<file path="config.mk">
export PLATFORM = sky130hd
export DESIGN_NAME = pipe_stage_chain_flat
export DESIGN_NICKNAME = d
export VERILOG_FILES = /design/src/rtl/pipe_stage_chain_if.sv /design/src/rtl/pipe_stage_chain.sv /design/src/flat_wrapper.sv
export SDC_FILE = /design/constraint.sdc
export NUM_CORES = 1
export LEC_CHECK = 0
export ABC_CLOCK_PERIOD_IN_PS = 2600
export BUFFER_PORTS_ARGS = -buffer_cell sky130_fd_sc_hd__buf_4
export CAP_MARGIN = 0
export CORE_MARGIN = 4
export CORE_UTILIZATION = 45
export DETAILED_ROUTE_END_ITERATION = 12
export PLACE_DENSITY = 0.68
export SLEW_MARGIN = 20
export SYNTH_ARGS = -nofsm -noshare
export SYNTH_HDL_FRONTEND = slang
export SYNTH_SLANG_ARGS = --single-unit
</file>
<file path="constraint.sdc">
create_clock -name clk -period 2.6 [get_ports clk]
set_clock_uncertainty 0.1 [all_clocks]
set_input_delay 0.26 -clock clk [delete_from_list [all_inputs] [get_ports clk]]
set_output_delay 0.26 -clock clk [all_outputs]
set_load 0.02 [all_outputs]
</file>
<file path="src/rtl/pipe_stage_chain_if.sv">
// Handshake bundle for the elastic pipeline chain: upstream beat, downstream beat,
// flush request and occupancy.
interface pipe_stage_chain_if #(
  parameter int WIDTH = 8,
  parameter int DEPTH = 3
);
  localparam int CW = $clog2(DEPTH + 1);

  logic             in_valid;
  logic [WIDTH-1:0] in_data;
  logic             in_ready;
  logic             out_valid;
  logic [WIDTH-1:0] out_data;
  logic             out_ready;
  logic             flush;
  logic [CW-1:0]    count;

  modport master (
    output in_valid, in_data, out_ready, flush,
    input  in_ready, out_valid, out_data, count
  );

  modport slave (
    input  in_valid, in_data, out_ready, flush,
    output in_ready, out_valid, out_data, count
  );
endinterface

</file>
<file path="src/rtl/pipe_stage_chain.sv">
// DEPTH-stage elastic register chain with valid/ready on both sides, bubble
// collapsing, synchronous flush and a combinational occupancy count.
module pipe_stage_chain #(
  parameter int WIDTH        = 8,
  parameter int DEPTH        = 3,
  parameter bit ZERO_INVALID = 1'b1
) (
  input  logic                 clk,
  input  logic                 reset,
  pipe_stage_chain_if.slave    bus
);
  localparam int CW = $clog2(DEPTH + 1);

  logic [DEPTH-1:0] r_v;
  logic [WIDTH-1:0] r_d [DEPTH];

  logic [DEPTH-1:0] w_adv;
  logic [DEPTH-1:0] w_vin;
  logic [WIDTH-1:0] w_din [DEPTH];
  logic [CW-1:0]    w_count;

  // A stage may advance when some stage at or after it is empty, or the sink
  // drains; computed as a running "tail is full" product to avoid a bitwise loop.
  always_comb begin : adv_ripple
    logic l_tail_full;
    l_tail_full = 1'b1;
    w_adv       = '0;
    for (int k = DEPTH - 1; k >= 0; k--) begin
      l_tail_full = l_tail_full & r_v[k];
      w_adv[k]    = ~l_tail_full | bus.out_ready;
    end
  end

  always_comb begin
    w_vin[0] = bus.in_valid;
    w_din[0] = bus.in_data;
    for (int k = 1; k < DEPTH; k++) begin
      w_vin[k] = r_v[k-1];
      w_din[k] = r_d[k-1];
    end
  end

  always_comb begin
    w_count = '0;
    for (int k = 0; k < DEPTH; k++) begin
      w_count = w_count + CW'(r_v[k]);
    end
  end

  always_ff @(posedge clk or negedge reset) begin
    if (!reset) begin
      r_v <= '0;
      for (int k = 0; k < DEPTH; k++) begin
        r_d[k] <= '0;
      end
    end else if (bus.flush) begin
      r_v <= '0;
    end else begin
      for (int k = 0; k < DEPTH; k++) begin
        if (w_adv[k]) begin
          r_v[k] <= w_vin[k];
          // Data only moves with a real beat so an emptied stage keeps its last value.
          if (w_vin[k]) begin
            r_d[k] <= w_din[k];
          end
        end
      end
    end
  end

  assign bus.in_ready  = w_adv[0] & ~bus.flush;
  assign bus.out_valid = r_v[DEPTH-1];
  assign bus.out_data  = (ZERO_INVALID && !r_v[DEPTH-1]) ? '0 : r_d[DEPTH-1];
  assign bus.count     = w_count;
endmodule

</file>
<file path="src/flat_wrapper.sv">
// flat-port wrapper written by rule: the top's interface ports become plain ports
module pipe_stage_chain_flat 
#(
  parameter int WIDTH        = 8,
  parameter int DEPTH        = 3,
  parameter bit ZERO_INVALID = 1'b1
)
  (clk, reset, bus_in_valid, bus_in_data, bus_out_ready, bus_flush, bus_in_ready, bus_out_valid, bus_out_data, bus_count);
  pipe_stage_chain_if #(.WIDTH(WIDTH), .DEPTH(DEPTH)) bus_i ();
  input  logic clk;
  input  logic reset;
  input wire logic [$bits(bus_i.in_valid)-1:0] bus_in_valid;
  input wire logic [$bits(bus_i.in_data)-1:0] bus_in_data;
  input wire logic [$bits(bus_i.out_ready)-1:0] bus_out_ready;
  input wire logic [$bits(bus_i.flush)-1:0] bus_flush;
  output wire logic [$bits(bus_i.in_ready)-1:0] bus_in_ready;
  output wire logic [$bits(bus_i.out_valid)-1:0] bus_out_valid;
  output wire logic [$bits(bus_i.out_data)-1:0] bus_out_data;
  output wire logic [$bits(bus_i.count)-1:0] bus_count;
  assign bus_i.in_valid = bus_in_valid;
  assign bus_i.in_data = bus_in_data;
  assign bus_i.out_ready = bus_out_ready;
  assign bus_i.flush = bus_flush;
  assign bus_in_ready = bus_i.in_ready;
  assign bus_out_valid = bus_i.out_valid;
  assign bus_out_data = bus_i.out_data;
  assign bus_count = bus_i.count;
  pipe_stage_chain #(.WIDTH(WIDTH), .DEPTH(DEPTH), .ZERO_INVALID(ZERO_INVALID)) u_core (.clk(clk), .reset(reset), .bus(bus_i));
endmodule
</file>
Yosys cells after proc, flatten, opt, wreduce, memory -nomap -nowiden:

Index checks and enable logic that the tools add are counted.

* add/subtract/negate cells: 2
* muxes and demuxes: 5
* bitwise gates (word level): 10
* reduce and logical (&&, ||, !) cells: 6

Operators with widths (number)
* AND reduction 3 bit: 3
* 2-to-1 mux 8 bit: 1
* nonzero test 2 bit: 3
* inverter 1 bit: 4
* AND 1 bit: 3
* 2-to-1 mux 1 bit: 3
* 2-to-1 mux 3 bit: 1
* OR 1 bit: 3
* adder 1 x 1 -> 2 bit: 1
* adder 2 x 1 -> 2 bit: 1

* register bits after elaboration: 27
* input port bits: 13
* output and inout port bits: 12
* logic and storage cells: 29

Logic depth before layout (Yosys ltp):

* depth in word-level cells: 6
* depth in mapped cells: 5

Least setup slack after synthesis:

OpenSTA, ideal clock, no wires.

* kind: reg2reg
* start point: reg u_core.r_v[2]
* end point: reg u_core.r_d[16] (netlist name)
* data arrival time: 1581 ps
* required time: 2375 ps
* slack: 794 ps
* cell stages (with the launch flop): 6
* buffers on the path: 2
* cells stage by stage: dfrtp_1 -> nor2b_4 -> buf_6 -> a311o_1 -> buf_6 -> mux2_4

* word-level cells in the longest chain between the ends: 5

Ends and longest elaborated chain
* start: declaration: RTL line pipe_stage_chain.sv:14 `logic [DEPTH-1:0] r_v;`
* start signal: indexed assignment: RTL line pipe_stage_chain.sv:61 `r_v[k] <= w_vin[k];`
* AND 1 bit (2 in a row): RTL line pipe_stage_chain.sv:29 `l_tail_full = l_tail_full & r_v[k];`
* inverter 1 bit: RTL line pipe_stage_chain.sv:30 `w_adv[k] = ~l_tail_full | bus.out_ready;`
* OR 1 bit: RTL line pipe_stage_chain.sv:30
* AND reduction 3 bit (no source line)
* end signal: indexed assignment: RTL line pipe_stage_chain.sv:64 `r_d[k] <= w_din[k];`
* end: declaration: RTL line pipe_stage_chain.sv:15 `logic [WIDTH-1:0] r_d [DEPTH];`

Every way passes these cells.
A chain may end at the register's enable or synchronous reset.

Worst setup path after layout:

* start point: reg u_core.r_v[2]
* end point: reg u_core.r_d[22] (netlist name)

Same word-level chain as after synthesis.

==> flow_metrics.py <==
metrics = {
    "setup_path": {
        "slowest_stage": "a311o_1",
        "cp.arrival_ps": 2130,
        "crit_fanout": 11,
        "rrSetupSlack_ps": 590,
        "crit_path_end_kind": "flip-flop",
        "cp.required_ps": 2730,
        "cp_cell_sequence": "nor2b_4 > a311o_1 > mux2_4",
        "critPathKind": "reg -> reg",
        "r2r-end": "u_core.r_d[22]",
        "r2r-start": "u_core.r_v[2]",
        "max_stage_delay_ps": 590,
        "startpoint_type": "flip-flop",
        "r2r_cells": 3,
    },
    "routing": {
        "drtIter0Drc": 16,
        "postRouteAntennaNets": 0,
        "drc": 0,
        "via_count": 682,
        "wirelength_um": 1980,
        "avgRoutedWirePerCell_um": 15.0,
        "first_pass_iters": 2,
        "viasPerCell": 5.17,
    },
    "final_layout": {
        "antenna_cells": 0,
        "layout_common_cells": "27 x dfrtp_1, 24 x buf_4, 16 x mux2_2, 8 x and2_2, 8 x mux2_4",
        "finalNonFillerCells": 132,
        "num-nets-final": 117,
        "syn_to_final_growth_pct": 18.2,
        "final_layout_size_suffix_gt1_share_pct": 61.8,
        "final_common_cell": "dfrtp_1",
    },
    "min_path": {
        "worstHoldStart": "bus_flush",
        "min_path_type": "in -> reg",
        "whs_endpoint": "u_core.r_v[1]",
        "worstHoldPathCells": 2,
    },
    "grt": {
        "grt_usage_pct": 13.0,
        "grt_pass1_vias": 719,
        "grt_pass1_wl_um": 3300,
        "grt_overflow": 0,
        "grt_max_degree": 28,
        "grt_antenna_before_repair": 0,
    },
    "sta": {
        "max_slew.worst_pin.slew_ps": 609,
        "period_minus_slack_ps": 2010,
        "fin_crit_sh_pct": 77.1,
        "rsz0062_at_grt": "false",
        "hold_viol_final": 0,
        "timing.fmax_ghz": 0.499,
        "slew_headroom_pct": 59.4,
        "finalSetupViolCount": 0,
        "slew_viol_final": 0,
        "tns_ps": 0,
    },
    "placed_design": {
        "gp_congestion": 0.710,
        "port_buffers": 24,
        "dp_hpwl_um": 1450,
        "placedCellCount": 127,
    },
    "outcome": {
        "outcome": "finished clean",
    },
    "synthesis": {
        "ys_types": 15,
        "ys_seq_elements": 27,
        "ys_seq_area_share_pct": 56.9,
        "ys_warn_count": 0,
        "synth_cells": 77,
        "synth.avg_cell_area_um2": 15.4,
        "syn_area_mm2": 0.00119,
        "synthesis.nets": 91,
    },
    "floorplan": {
        "die_x_um": 59.4,
        "core_mm2": 0.00250,
        "die_h_um": 59.4,
        "ios": 25,
        "rows": 18,
        "start_util_pct": 47.5,
        "die_area_mm2": 0.00352,
    },
    "clocking": {
        "numCtsBuffers": 3,
        "root_buffer": "clkbuf_4",
        "path_clk_slew_ps": 140,
        "cts_resized": 0,
        "h-tree-depth": 1,
        "cts_tree": "yes",
        "clk_latency_ps": 330,
        "cts_num_sinks": 27,
        "cts.path.max_buffers": 2,
    },
    "power_and_ir_drop": {
        "peakVddDrop_mv": 0.493,
        "p_per_area_mw_per_mm2": 676,
        "leakage_nw": 0.678,
    },
    "job": {
        "cap_violations": 0,
    },
}
==> cells in the mapped netlist (all sizes together) <==
master	count	area, um2
a211o	1	10.0
a21oi	1	5.00
a311o	1	10.0
a31oi	2	12.5
and2	8	60.1
buf	4	38.8
dfrtp	27	676
fa	1	20.0
inv	2	7.51
mux2	24	300
nor2	4	15.0
nor2b	1	13.8
nor3b	1	18.8
==> stage by stage <==
step                utilization, %  total power [mW]  cell area (um2)  setup slack, ps  hold WS [ps]
finish                        56.2             0.949             1400              595          40.5
global route                  56.2              1.00             1400              450          31.7
CTS                           56.2             0.961             1400              545          28.3
detailed placement            54.7             0.782             1370              572          87.9
global placement              54.7             0.768             1370              630          87.5
floorplan                        -             0.715             1190              794          -136
==> where the power goes <==
part	total [mW]	internal (mW)	leakage (nW)	switching, mW
Clock	0.181	0.0578	0.0177	0.124
Combinational	0.190	0.125	0.334	0.0650
Sequential	0.578	0.526	0.327	0.0517
==> cell type report <==
cell class              instances  area, um2
repair buffers                 25        190
flip-flops and latches         27        676
clock inverters                 1       5.00
well taps                      30       37.5
inverters                       2       7.51
clock buffers                   3       22.5
multi-input cells              44        465
fillers                       217       1100
==> logic make-up after synthesis <==
group           count (synthesis)  synth area share (%)
mux                            24                  25.3
simple gates                   14                  9.06
flops                          27                  56.9
fa+ha+maj                       1                  1.69
buf+inv                         6                  3.90
compound gates                  5                  3.16
==> how the worst max path moves through the flow <==
| stage | startpoint | end | slack, ps | cells after the start |
|---|---|---|---|---|
| floorplan | u_core.r_v[2] | u_core.r_d[16] | 790 | 5 |
| global placement | u_core.r_v[2] | u_core.r_d[19] | 630 | 3 |
| detailed placement | u_core.r_v[2] | u_core.r_d[22] | 570 | 3 |
| CTS | u_core.r_v[2] | u_core.r_d[16] | 540 | 3 |
| global route | u_core.r_v[2] | u_core.r_d[21] | 450 | 3 |
| finish | u_core.r_v[2] | u_core.r_d[22] | 590 | 3 |
==> sequential cells by signal (all words and copies together), names as in the netlist <==
register,count
u_core.r_d,24
u_core.r_v,3
==> layer usage <==
metal / vias to the layer above / part of all wire, % / global-route usage, % / wire length, um
met1: 350 / 42 / 15.2 / 830
met3: 2 / 4.3 / 3.92 / 85
met5: - / 0 / 0 / 0
met2: 12 / 53 / 22.6 / 1050
li1: 318 / - / - / -
met4: 0 / 0.61 / 4.21 / 12
==> critical path: cells and delay by family (launching register included) <==
family | cells | cell delay (ps)
muxes | 1 | 350
and+or+nand+nor | 1 | 310
AOI/OAI and AO/OA | 1 | 590
DFF | 1 | 550
==> repair_timing <==
action | in CTS | in global routing
setup buffers | 0 | 0
hold endpoints to repair | 27 | 0
hold buffers | 1 | 0
Power figures use the tool's default switching activity.
